==> src/rtl/sdrc_bridge_pkg.sv <==
// Shared types for the Wishbone to SDRAM-controller request bridge.
package sdrc_bridge_pkg;

    typedef enum logic [2:0] {
        IDLE,
        REQ,
        WDATA,
        RDATA,
        ACK,
        ERR
    } state_t;

    localparam logic [8:0] APP_LEN_ONE = 9'd1;

endpackage

==> src/rtl/sdrc_bridge_wdt.sv <==
// Per-phase watchdog: counts while enabled, restarts on clear, flags the last allowed cycle.
module sdrc_bridge_wdt #(
    parameter int TIMEOUT_CYC = 1024
) (
    input  logic clk,
    input  logic srst,
    input  logic clear,
    input  logic enable,
    output logic expired
);

    localparam int CW = (TIMEOUT_CYC > 1) ? $clog2(TIMEOUT_CYC) : 1;

    generate
        if (TIMEOUT_CYC == 0) begin : g_disabled
            logic unused_wdt_inputs;
            assign unused_wdt_inputs = clk ^ srst ^ clear ^ enable;
            assign expired = 1'b0;
        end else begin : g_counter
            logic [CW-1:0] count_reg;

            always_ff @(posedge clk) begin
                if (srst || clear) begin
                    count_reg <= '0;
                end else if (enable) begin
                    count_reg <= count_reg + 1'b1;
                end
            end

            assign expired = enable && (count_reg == CW'(TIMEOUT_CYC - 1));
        end
    endgenerate

endmodule

==> src/rtl/wb2sdrc_req_bridge.sv <==
// Classic single-beat Wishbone slave that issues one len=1 request per cycle to an SDR
// controller application port, then moves the write/read data phase and acks the master.
module wb2sdrc_req_bridge
    import sdrc_bridge_pkg::*;
#(
    parameter  int SDR_DW      = 16,
    parameter  int SDR_BW      = 2,
    parameter  int APP_AW      = 26,
    parameter  int TIMEOUT_CYC = 1024,
    localparam int BW_LSB      = $clog2(SDR_BW),
    localparam int WB_AW       = APP_AW + BW_LSB
) (
    input  logic              wb_clk_i,
    input  logic              wb_rst_i,
    input  logic              wb_cyc_i,
    input  logic              wb_stb_i,
    input  logic              wb_we_i,
    input  logic [WB_AW-1:0]  wb_adr_i,
    input  logic [SDR_BW-1:0] wb_sel_i,
    input  logic [SDR_DW-1:0] wb_dat_i,
    output logic [SDR_DW-1:0] wb_dat_o,
    output logic              wb_ack_o,
    output logic              wb_err_o,
    output logic              app_req_o,
    output logic [APP_AW-1:0] app_req_addr_o,
    output logic [8:0]        app_req_len_o,
    output logic              app_req_wr_n_o,
    input  logic              app_req_ack_i,
    output logic [SDR_DW-1:0] app_wr_data_o,
    output logic [SDR_BW-1:0] app_wr_en_n_o,
    input  logic              app_wr_next_req_i,
    input  logic [SDR_DW-1:0] app_rd_data_i,
    input  logic              app_rd_valid_i
);

    state_t              state_reg, state_next;
    logic                req_reg, req_next;
    logic [APP_AW-1:0]   addr_reg, addr_next;
    logic                wr_n_reg, wr_n_next;
    logic [SDR_BW-1:0]   en_n_reg, en_n_next;
    logic [SDR_DW-1:0]   wdata_reg, wdata_next;
    logic [SDR_DW-1:0]   rdata_reg, rdata_next;
    logic                ack_reg, ack_next;
    logic                err_reg, err_next;
    logic                abort_reg, abort_next;
    logic                wdt_clear, wdt_enable, wdt_expired;
    logic [SDR_BW-1:0]   sel_n;

    genvar gi;
    generate
        for (gi = 0; gi < SDR_BW; gi++) begin : g_lane
            assign sel_n[gi] = ~wb_sel_i[gi];
        end
        if (BW_LSB > 0) begin : g_adr_lsb
            logic unused_adr_lsb;
            assign unused_adr_lsb = ^wb_adr_i[BW_LSB-1:0];
        end
    endgenerate

    always_comb begin
        state_next = state_reg;
        req_next   = req_reg;
        addr_next  = addr_reg;
        wr_n_next  = wr_n_reg;
        en_n_next  = en_n_reg;
        wdata_next = wdata_reg;
        rdata_next = rdata_reg;
        ack_next   = 1'b0;
        err_next   = 1'b0;
        abort_next = abort_reg;
        case (state_reg)
            IDLE: begin
                if (wb_cyc_i && wb_stb_i && !ack_reg && !err_reg) begin
                    addr_next  = wb_adr_i[WB_AW-1:BW_LSB];
                    wr_n_next  = ~wb_we_i;
                    en_n_next  = sel_n;
                    wdata_next = wb_dat_i;
                    req_next   = 1'b1;
                    state_next = REQ;
                end
            end
            REQ: begin
                // An accepted request commits the controller, so a same-cycle cyc drop
                // only silences the eventual ack.
                if (app_req_ack_i) begin
                    req_next   = 1'b0;
                    abort_next = ~wb_cyc_i;
                    state_next = wr_n_reg ? RDATA : WDATA;
                end else if (!wb_cyc_i) begin
                    req_next   = 1'b0;
                    state_next = IDLE;
                end else if (wdt_expired) begin
                    req_next   = 1'b0;
                    err_next   = 1'b1;
                    state_next = ERR;
                end
            end
            WDATA: begin
                abort_next = abort_reg | ~wb_cyc_i;
                if (app_wr_next_req_i) begin
                    ack_next   = ~(abort_reg | ~wb_cyc_i);
                    state_next = ACK;
                end else if (wdt_expired) begin
                    err_next   = 1'b1;
                    state_next = ERR;
                end
            end
            RDATA: begin
                abort_next = abort_reg | ~wb_cyc_i;
                if (app_rd_valid_i) begin
                    rdata_next = app_rd_data_i;
                    ack_next   = ~(abort_reg | ~wb_cyc_i);
                    state_next = ACK;
                end else if (wdt_expired) begin
                    err_next   = 1'b1;
                    state_next = ERR;
                end
            end
            ACK: begin
                abort_next = 1'b0;
                state_next = IDLE;
            end
            ERR: begin
                req_next   = 1'b0;
                abort_next = 1'b0;
                state_next = IDLE;
            end
            default: begin
                req_next   = 1'b0;
                abort_next = 1'b0;
                state_next = IDLE;
            end
        endcase
    end

    always_ff @(posedge wb_clk_i) begin
        if (wb_rst_i) begin
            state_reg <= IDLE;
            req_reg   <= 1'b0;
            addr_reg  <= '0;
            wr_n_reg  <= 1'b1;
            en_n_reg  <= '1;
            wdata_reg <= '0;
            rdata_reg <= '0;
            ack_reg   <= 1'b0;
            err_reg   <= 1'b0;
            abort_reg <= 1'b0;
        end else begin
            state_reg <= state_next;
            req_reg   <= req_next;
            addr_reg  <= addr_next;
            wr_n_reg  <= wr_n_next;
            en_n_reg  <= en_n_next;
            wdata_reg <= wdata_next;
            rdata_reg <= rdata_next;
            ack_reg   <= ack_next;
            err_reg   <= err_next;
            abort_reg <= abort_next;
        end
    end

    // The timer restarts on every state change so each phase gets its own budget.
    assign wdt_clear  = (state_next != state_reg);
    assign wdt_enable = (state_reg == REQ) || (state_reg == WDATA) || (state_reg == RDATA);

    sdrc_bridge_wdt #(
        .TIMEOUT_CYC(TIMEOUT_CYC)
    ) u_wdt (
        .clk     (wb_clk_i),
        .srst    (wb_rst_i),
        .clear   (wdt_clear),
        .enable  (wdt_enable),
        .expired (wdt_expired)
    );

    assign wb_dat_o       = rdata_reg;
    assign wb_ack_o       = ack_reg;
    assign wb_err_o       = err_reg;
    assign app_req_o      = req_reg;
    assign app_req_addr_o = addr_reg;
    assign app_req_len_o  = APP_LEN_ONE;
    assign app_req_wr_n_o = wr_n_reg;
    assign app_wr_data_o  = wdata_reg;
    assign app_wr_en_n_o  = en_n_reg;

endmodule
==> config.mk <==
export PLATFORM = sky130hd
export DESIGN_NAME = wb2sdrc_req_bridge
export DESIGN_NICKNAME = d
export VERILOG_FILES = /design/src/rtl/sdrc_bridge_pkg.sv /design/src/rtl/sdrc_bridge_wdt.sv /design/src/rtl/wb2sdrc_req_bridge.sv
export SDC_FILE = /design/constraint.sdc
export NUM_CORES = 1
export LEC_CHECK = 0
export CAP_MARGIN = 10
export CORE_UTILIZATION = 56
export CTS_CLUSTER_DIAMETER = 80
export DETAILED_ROUTE_END_ITERATION = 10
export DONT_BUFFER_PORTS = 1
export PLACE_DENSITY = 0.74
export SYNTH_ARGS = -nofsm -noshare
export SYNTH_HDL_FRONTEND = slang
export SYNTH_SLANG_ARGS = --single-unit
==> constraint.sdc <==
create_clock -name wb_clk_i -period 1.79 [get_ports wb_clk_i]
set_clock_uncertainty 0.2 [all_clocks]
set_input_delay 0.358 -clock wb_clk_i [delete_from_list [all_inputs] [get_ports wb_clk_i]]
set_output_delay 0.358 -clock wb_clk_i [all_outputs]
set_load 0.02 [all_outputs]
==> results.toml <==
[timing]
final_max_slew_viol_count = 0
period_minus_slack_ns = 1.962
setup_viol_count_final = 58
fin_crit_sh_pct = 109.6
hold_viol_final = 63
setup_ws_ns = -0.1724
fin_tns_setup_ns = -4.642
rsz0062_at_grt = "yes"
fmax_mhz = 509.6
whs_ns = -0.1274

[power]
cellPowerDensity_nw_per_um2 = 847.3
irDropWorstVdd_v = 0.0006586
leakage_nw = 1.703
p_total_mw = 3.820

[drt]
drt_first_pass_iters = 4
drc = 0
drt_iter0_drc = 150
antenna_left = 0
routed_via_density = 5.828
drt_wl_total_um = 9435
routedWlPerCell_um = 19.14
via_count = 2873

[min_path]
hp-class = "input pin to flip-flop"
holdCritStartpoint = "wb_rst_i"

[setup_path]
cp-end-kind = "flip-flop"
critPathMaxStageDelay_ns = 0.40
startpoint = "state_reg[2]"
r2r-start = "state_reg[2]"
crit_slowest_cell = "and3_4"
path_cells = "buf_6, nor4b_4, and3_4, buf_8, nand2_1, a21oi_1"
worst-path-max-fanout = 8
arrival_ns = 2.03
cp-start-kind = "flip-flop"
crit_type = "flip-flop to flip-flop"
cp.required_ns = 1.86

[global_route]
grt_usage_pct = 24.11
grt_pass1_vias = 2644
grt-ovfl-total = 0
grt_pass1_wl_um = 11460
grt_antenna_before_repair = 0
grt_max_degree = 66

[floorplan]
initial_core_util_pct = 58.44
rows = 27
core-area_um2 = 5507
num_io_pins = 142
die-area_um2 = 6054
die_w_um = 77.81
die_h_um = 77.81

[clocking]
path_clk_slew_ns = 0.08
cts_tree = "yes"
h-tree-depth = 3
clockRootBuffer = "clkbuf_8"
clock_sinks = 78
cts_max_path_buffers = 2
postCtsHoldBufs = 2
cts-buffers-inserted = 9
clock_latency_ns = 0.35

[outcome]
status = "finished with violations"
failed_checks = "negative hold slack, negative setup slack"

[layout]
final_util_pct = 81.87
drive_gt1_share_pct = 45.13
num_antenna_cells = 0
largest_reg_flops = 26
area_delta_synth_final_pct = 40.09
layoutNonFillerInstCount = 493
layout.nets = 488

[synth]
yosys-top-cells-count = "nand2_1 (124), dfxtp_1 (78), a21oi_1 (61), a211oi_1 (11), nor2_1 (11)"
ys.flop_type = "dfxtp_1"
yosysWarnings = 0
yosysUniqueCellTypes = 47
synth_edf_count = 0
synth_top_area_share_pct = 48.52
yosysSeqAreaShare_pct = 48.52
async_flop_share_pct = 0
synthCells = 382
synth.most_common_cell = "nand2_1"
syn_area_um2 = 3218
synth_largest_area_cell = "dfxtp_1"
synthTopCellsByArea = "dfxtp_1 (49%), nand2_1 (14%), a21oi_1 (9.5%), a211oi_1 (2.6%), xnor2_1 (2.2%)"
ys_seq_elements = 78
synth.avg_cell_area_um2 = 8.424

[place]
portBuffers = 0
dp_hpwl_um = 4616
dp_cells = 459
place_congestion = 0.7957

[flow_run]
max_cap_viol_count = 0
-- worst paths after layout --
kind	to	slack, ns	cells past startpoint
max reg2reg	app_req_addr_o[5]	-0.17	6
min reg2reg	wb_ack_o	0.22	1
max	app_req_addr_o[5]	-0.17	6
min	app_wr_data_o[5]	-0.13	1
-- layout make-up --
cell class	count	area, um2
Sequential cell	78	1570
Clock inverter	4	73.82
Fill cell	298	998.5
Clock buffer	10	127.6
Timing Repair Buffer	51	623.1
Tap cell	72	90.09
Multi-Input combinational cell	276	2016
Inverter	2	7.507
-- per-stage QoR --
step	worst slack [ns]	instance area, um2	hold slack, ns
2_1_floorplan	0.01922	3262	0.1981
3_3_place_gp	-0.04354	3418	0.2122
3_5_place_dp	-0.1339	3418	0.2182
4_1_cts	-0.04872	3684	-0.1367
5_1_grt	-0.2206	4508	-0.1443
6_report	-0.1724	4508	-0.1274
-- cell usage in the layout (no fill, tap or decap), drive strengths merged, types with 2 or more instances in the layout --
master	count
clkinv	2
a211oi	11
inv	2
o21ai	4
or2b	3
clkbuf	18
a21oi	61
and3b	3
nor2	11
nand3	5
o21bai	2
buf	41
a211o	3
bufinv	2
nor4	4
conb	9
xnor2	8
and3	2
dfxtp	78
and2b	2
nor3	5
nand2	124
dlygate4sd3	2
-- power by group --
part | leakage, nW | internal (mW) | switching, mW
clock | 0.102 | 0.771 | 0.624
sequential | 0.636 | 1.79 | 0.121
combinational | 0.964 | 0.245 | 0.265
-- worst max-delay path, delay by kind of cell (launching register included) --
kind / cells / cell delay (ns)
and+or+nand+nor: 3 / 0.80
DFF: 1 / 0.38
buffers and inverters: 2 / 0.30
AOI/OAI and AO/OA: 1 / 0.18
-- per-layer routing --
layer  share of wire [%]  global-route usage [%]  vias up  routed length [um]
li1                    -                       -     1338                   -
met1                  39                   26.51     1341                3639
met2                  49                   40.71      153                4660
met3                 7.5                   7.294       41                 703
met4                 4.6                   14.53        0                 432
met5                   0                       0        -                   0
-- kinds of logic after synthesis --
kind of cell             Yosys count  synth area share, %
AND/OR/NAND/NOR                  166                22.78
AO/OA/AOI/OAI                     88                17.50
flip-flops                        78                48.52
buffers and inverters             36                7.348
XOR/XNOR                           9                2.450
other                              2               0.2334
multiplexers                       2               0.7775
adder cells (fa/ha/maj)            1               0.3887
-- timing repair --
action	4_1_cts	5_1_grt
gates cloned	1	12
pin swaps	5	66
buffers inserted	1	4
endpoints found under the hold margin	65	63
gates resized for setup	9	151
setup endpoints to repair	56	58
No activity file was read; power rests on OpenSTA's default activity.
